File: src/rtl/alien_hit_detector.sv
// Bullet-versus-formation hit detector for a 5x10 alien grid: one request at a time, resolved by repeated subtraction.
// Optional ALIEN_SCORE_EN macro adds a saturating Score output.
module alien_hit_detector (
    input  logic        Clk,
    input  logic        Reset,
    input  logic [8:0]  AliensRow,
    input  logic [9:0]  AliensCol,
    input  logic        Bullet_Valid,
    input  logic [8:0]  Bullet_Row,
    input  logic [9:0]  Bullet_Col,
    output logic        Bullet_Ready,
    input  logic        Wave_Reload,
    output logic        Hit_Valid,
    output logic        Hit,
    output logic [5:0]  Hit_Index,
    output logic [49:0] Aliens_Alive,
    output logic        All_Dead
`ifdef ALIEN_SCORE_EN
    ,
    output logic [15:0] Score
`endif
);

    localparam logic signed [10:0] COL_PITCH = 11'sd39;
    localparam logic signed [10:0] ROW_PITCH = 11'sd30;
    localparam logic signed [10:0] BOX_W     = 11'sd390;
    localparam logic signed [10:0] BOX_H     = 11'sd150;
    localparam logic signed [10:0] HIT_W     = 11'sd32;
    localparam logic signed [10:0] HIT_H     = 11'sd20;

    typedef enum logic [2:0] {
        IDLE   = 3'd0,
        OFFSET = 3'd1,
        COLDIV = 3'd2,
        ROWDIV = 3'd3,
        CHECK  = 3'd4,
        RESP   = 3'd5
    } state_t;

    state_t             state_q, state_d;
    logic [8:0]         brow_q, brow_d;
    logic [9:0]         bcol_q, bcol_d;
    logic [8:0]         arow_q, arow_d;
    logic [9:0]         acol_q, acol_d;
    logic signed [10:0] dx_q, dx_d;
    logic signed [10:0] dy_q, dy_d;
    logic [3:0]         col_q, col_d;
    logic [2:0]         row_q, row_d;
    logic               hit_q, hit_d;
    logic [5:0]         hit_index_q, hit_index_d;
    logic [49:0]        alive_q, alive_d;

    logic signed [10:0] dx_off;
    logic signed [10:0] dy_off;
    logic               out_of_range;
    logic [5:0]         cell_idx;
    logic               cell_hit;

    // Zero-extended positions keep the differences inside 11-bit signed range.
    assign dx_off = signed'({1'b0, bcol_q}) - signed'({1'b0, acol_q});
    assign dy_off = signed'({2'b00, brow_q}) - signed'({2'b00, arow_q});

    assign out_of_range = dx_off[10] || (dx_off >= BOX_W) ||
                          dy_off[10] || (dy_off >= BOX_H);

    assign cell_idx = ({3'b000, row_q} * 6'd10) + {2'b00, col_q};
    assign cell_hit = (dx_q < HIT_W) && (dy_q < HIT_H) && alive_q[cell_idx];

`ifdef ALIEN_SCORE_EN
    logic [15:0] score_q, score_d;

    function automatic logic [5:0] row_points(input logic [2:0] r);
        if (r == 3'd0)
            return 6'd30;
        else if (r <= 3'd2)
            return 6'd20;
        else
            return 6'd10;
    endfunction

    function automatic logic [15:0] sat_add(input logic [15:0] a, input logic [5:0] b);
        logic [16:0] s;
        s = {1'b0, a} + {11'd0, b};
        return s[16] ? 16'hFFFF : s[15:0];
    endfunction
`endif

    always_comb begin
        state_d     = state_q;
        brow_d      = brow_q;
        bcol_d      = bcol_q;
        arow_d      = arow_q;
        acol_d      = acol_q;
        dx_d        = dx_q;
        dy_d        = dy_q;
        col_d       = col_q;
        row_d       = row_q;
        hit_d       = hit_q;
        hit_index_d = hit_index_q;
        alive_d     = alive_q;
`ifdef ALIEN_SCORE_EN
        score_d     = score_q;
`endif

        case (state_q)
            IDLE: begin
                if (Bullet_Valid) begin
                    brow_d  = Bullet_Row;
                    bcol_d  = Bullet_Col;
                    arow_d  = AliensRow;
                    acol_d  = AliensCol;
                    state_d = OFFSET;
                end
            end
            OFFSET: begin
                dx_d = dx_off;
                dy_d = dy_off;
                if (out_of_range) begin
                    hit_d   = 1'b0;
                    state_d = RESP;
                end else begin
                    col_d   = 4'd0;
                    row_d   = 3'd0;
                    state_d = COLDIV;
                end
            end
            COLDIV: begin
                if (dx_q >= COL_PITCH) begin
                    dx_d  = dx_q - COL_PITCH;
                    col_d = col_q + 4'd1;
                end else begin
                    state_d = ROWDIV;
                end
            end
            ROWDIV: begin
                if (dy_q >= ROW_PITCH) begin
                    dy_d  = dy_q - ROW_PITCH;
                    row_d = row_q + 3'd1;
                end else begin
                    state_d = CHECK;
                end
            end
            CHECK: begin
                hit_d       = cell_hit;
                hit_index_d = cell_idx;
                if (cell_hit)
                    alive_d[cell_idx] = 1'b0;
                state_d = RESP;
            end
            RESP: begin
`ifdef ALIEN_SCORE_EN
                if (hit_q)
                    score_d = sat_add(score_q, row_points(row_q));
`endif
                state_d = IDLE;
            end
            default: state_d = IDLE;
        endcase

        // A reload wins over any kill cleared in the same cycle.
        if (Wave_Reload)
            alive_d = '1;
    end

    always_ff @(posedge Clk or posedge Reset) begin
        if (Reset) begin
            state_q     <= IDLE;
            brow_q      <= '0;
            bcol_q      <= '0;
            arow_q      <= '0;
            acol_q      <= '0;
            dx_q        <= '0;
            dy_q        <= '0;
            col_q       <= '0;
            row_q       <= '0;
            hit_q       <= 1'b0;
            hit_index_q <= '0;
            alive_q     <= '1;
        end else begin
            state_q     <= state_d;
            brow_q      <= brow_d;
            bcol_q      <= bcol_d;
            arow_q      <= arow_d;
            acol_q      <= acol_d;
            dx_q        <= dx_d;
            dy_q        <= dy_d;
            col_q       <= col_d;
            row_q       <= row_d;
            hit_q       <= hit_d;
            hit_index_q <= hit_index_d;
            alive_q     <= alive_d;
        end
    end

`ifdef ALIEN_SCORE_EN
    always_ff @(posedge Clk or posedge Reset) begin
        if (Reset)
            score_q <= '0;
        else
            score_q <= score_d;
    end

    assign Score = score_q;
`endif

    assign Bullet_Ready = (state_q == IDLE);
    assign Hit_Valid    = (state_q == RESP);
    assign Hit          = hit_q;
    assign Hit_Index    = hit_index_q;
    assign Aliens_Alive = alive_q;
    assign All_Dead     = (alive_q == 50'd0);

endmodule

File: config.mk
export PLATFORM = sky130hd
export DESIGN_NAME = alien_hit_detector
export DESIGN_NICKNAME = d
export VERILOG_FILES = /design/src/rtl/alien_hit_detector.sv
export SDC_FILE = /design/constraint.sdc
export NUM_CORES = 1
export LEC_CHECK = 0
export ABC_CLOCK_PERIOD_IN_PS = 4900
export CAP_MARGIN = 20
export CORE_MARGIN = 2
export CORE_UTILIZATION = 35
export DETAILED_ROUTE_END_ITERATION = 8
export PLACE_DENSITY_LB_ADDON = 0.08
export SYNTH_ARGS = -nofsm -noshare
export SYNTH_HDL_FRONTEND = slang
export SYNTH_SLANG_ARGS = --single-unit
File: constraint.sdc
create_clock -name Clk -period 4.9 [get_ports Clk]
set_input_delay 0.735 -clock Clk [delete_from_list [all_inputs] [get_ports Clk]]
set_output_delay 0.735 -clock Clk [all_outputs]
set_load 0.01 [all_outputs]
==> results.toml <==
[outcome]
run_status = "finished clean"

[global_route]
gr-total-overflow = 0
grt_start_max_net_pins = 75
antenna_found_initial = 0
first_global_vias = 6192
grt_pass1_wl_microns = 32400
total_routing_resource_utilization_after_global_routing = 0.185

[detailed_routing]
routedWlPerCell_microns = 16.8
post_drt_via_cell_ratio = 5.39
routed_wirelength_microns = 19400
drt-initial-drc-count = 419
drt_pre_antenna_iters = 5
routed_vias = 6204
route.antenna.remaining_nets = 0
dr_drc_count = 0

[timing]
timing.final.setup_violations = 0
worst_slew_pin_slew_ns = 1.15
max_freq_ghz = 0.272
slew_violations = 0
final.period_utilization = 0.752
report.final.hold_viol_count = 0
slew_headroom = 0.229
layout_min_cycle_time_ns = 3.68
rsz0062_at_grt = "no"
total_neg_setup_slack_ns = 0
clock_skew_ns = 0.00929

[floorplanning]
initial_utilization = 0.356
floorplan.die.height_microns = 147
num_rows = 52
core_area_sq_mm = 0.0202
design.portCount = 102
floorplan.die.width_microns = 147
die_outline_area_sq_mm = 0.0217

[clock_tree]
clock_tree_from_tritoncts = "built"
clk_transition_reported_paths_ns = 0.06
cts_root_buf = "sky130_fd_sc_hd__clkbuf_16"
postCtsSetupBuffers = 0
cts-buffers-inserted = 17
clock_sink_count = 126
cts-resized-gates = 0
cts.htree.levels = 4
cts.hold.buffers_added = 0
clk-insertion-delay-late_ns = 0.42
clock_tree.buffer_depth = 2

[synth]
portion_of_the_post_synthesis_area_used_by_sequential_elements = 0.447
yosysTopAreaCell = "sky130_fd_sc_hd__dfrtp_1"
syn-mean-instance-area_sq_um = 9.29
synth_area_leaders = "sky130_fd_sc_hd__dfrtp_1, sky130_fd_sc_hd__dfstp_2, sky130_fd_sc_hd__a21oi_1"
register_bit_count_reported_by_yosys = 126
post_synth_instance_area_sq_mm = 0.00720
synth.yosys.warnings = 0
synthesis.nets = 848
synth_enable_flop_cells = 0
synth.top_cell.area_share = 0.264
synth_top_cells_by_count = "sky130_fd_sc_hd__nor2_1, sky130_fd_sc_hd__a21oi_1, sky130_fd_sc_hd__dfrtp_1, sky130_fd_sc_hd__nand2_1, sky130_fd_sc_hd__o21ai_0"
synthFlopType = "sky130_fd_sc_hd__dfrtp_1"
postSynth.asyncResetShare = 1.00
yosysMostFrequentCell = "sky130_fd_sc_hd__nor2_1"
netlist-cell-type-count = 66
postSynthCellCount = 775

[setup_path]
slowest_delay_ns = 1.07
crit_path_start_kind = "flop"
crit_path_max_fanout = 20
worst-path-buf-inv = 0
slowest_stage_cell_crit_path = "sky130_fd_sc_hd__fa_1"
r2r_start = "row_q[0]$_DFFE_PP0P_"
critPathCaptureType = "flop"
reg2reg_setup_slack_ns = 1.22
path_depth = 9
worstSetupPathType = "flop to flop"
cp_data_required_time_ns = 5.20
worstRegToRegCells = 9
timing.critical_path.max_delay_family = "adder cells"
critical_path.startpoint = "row_q[0]$_DFFE_PP0P_"
worst_r2r_endpoint = "Aliens_Alive[26]$_DFFE_PP1P_"
critPathArrivalTime_ns = 3.98
crit_end = "Aliens_Alive[26]$_DFFE_PP1P_"
crit_chain = "ha_1 -> fa_1 -> nand2b_1 -> o22a_1 -> o21ai_0 -> nor2_1 -> o22ai_1 -> nor3_1 -> a21oi_1"

[final_layout]
antennaDiodeCount = 0
finalNetCount = 942
multi_input_area_sq_mm = 0.00371
syn_to_final_growth_pct = 26.5
stdcell_count = 1152
layout-drive-gt1-share = 0.159
n_fill_cell = 1942
seq_area_sq_mm = 0.00322

[power]
switchingPower_mw = 2.40
worst_ir_drop_vdd_uv = 268
swShare = 0.413
static_leak_nw = 3.65
clkPwrFrac = 0.228
pwr-share-seq = 0.271
combPwrFrac = 0.501
total_power_mw = 5.80
cell_internal_pwr_mw = 3.40
power_density_over_the_cells_mw_per_mm2 = 636

[min_path]
timing.hold.worst.class = "flop to flop"

[job]
max-cap-violations = 0

[place]
dp_hpwl_microns = 13800
finalWeightedCongestion = 0.791
dpl.cell_count = 1118
port_buffers = 101
state kept, by name (all words and copies together) (netlist names):
register / flops
Hit: 1
dx_q: 11
brow_q: 9
Aliens_Alive: 50
bcol_q: 10
arow_q: 9
row_q: 3
dy_q: 10
col_q: 4
Hit_Index: 6
state_q: 3
acol_q: 10
layout by cell type, fill, tap and decap left out, drive strengths merged, types with 27 or more instances in the layout:
master,count
clkdlybuf4s50,100
nor2,96
a21oi,84
dfrtp,76
nand2,74
o21ai,65
dfstp,50
inv,35
ha,28
nor3,27
area by class of cell:
type,instances,area share
Clock buffer,22,0.0581
Multi-Input combinational cell,581,0.408
Inverter,34,0.0143
Clock inverter,10,0.0107
Tap cell,270,0.0371
Timing Repair Buffer,109,0.119
Sequential cell,126,0.353
power by group through the flow:
stage | Clock [mW] | Sequential [mW] | Combinational, mW
after global routing | 1.39 | 1.62 | 3.27
after floorplan | 0 | 1.50 | 2.26
after global placement | 0 | 1.58 | 2.81
after CTS | 1.34 | 1.57 | 2.89
after detailed placement | 0 | 1.58 | 2.86
final | 1.32 | 1.57 | 2.91
cell families (layout without fill, tap and decap cells):
logic type               Yosys count  count (layout)  share of synthesized area
adder cells (fa/ha/maj)           31              31                     0.0570
XOR/XNOR                          16              16                     0.0195
AO/OA/AOI/OAI                    223             223                      0.191
AND/OR/NAND/NOR                  276             276                      0.181
buffers and inverters             68             175                     0.0381
flip-flops                       126             126                      0.447
multiplexers                      35              35                     0.0666
how the worst min path moves through the flow:
| stage | from | endpoint | slack (ns) | depth (start not counted) |
|---|---|---|---|---|
| 3_5_place_dp | Hit_Index[0]$_DFFE_PP0P_ | Hit_Index[0]$_DFFE_PP0P_ | 0.47 | 2 |
| 5_1_grt | Aliens_Alive[26]$_DFFE_PP1P_ | Aliens_Alive[26]$_DFFE_PP1P_ | 0.53 | 2 |
| 3_3_place_gp | Hit_Index[1]$_DFFE_PP0P_ | Hit_Index[1]$_DFFE_PP0P_ | 0.47 | 2 |
| 4_1_cts | Hit_Index[0]$_DFFE_PP0P_ | Hit_Index[0]$_DFFE_PP0P_ | 0.49 | 2 |
| 6_report | Hit_Index[0]$_DFFE_PP0P_ | Hit_Index[0]$_DFFE_PP0P_ | 0.48 | 2 |
| 2_1_floorplan | dx_q[4]$_DFFE_PP0P_ | dx_q[4]$_DFFE_PP0P_ | 0.47 | 1 |
through the flow:
stage	hold WS, ns	setup WS (ns)	instance area, sq um	util
global placement	0.471	1.40	8440	0.417
floorplan	0.467	0.892	7200	-
detailed placement	0.474	1.25	8450	0.417
global route	0.530	0.947	9110	0.450
finish	0.478	1.22	9110	0.450
CTS	0.491	1.26	9070	0.448
metal layers:
metal	wire length, microns	vias up	global-route usage
li1	-	3007	-
met1	8940	2985	0.254
met2	9090	193	0.299
met3	1070	19	0.0367
met4	270	0	0.0543
met5	0	-	0
worst register-to-register path: cells and delay by family (launching register included):
kind	cells	cell delay, ns
fa+ha+maj	2	1.31
simple gates	3	1.29
compound gates	4	0.52
flops	1	0.44
Power figures use the tool's default switching activity.
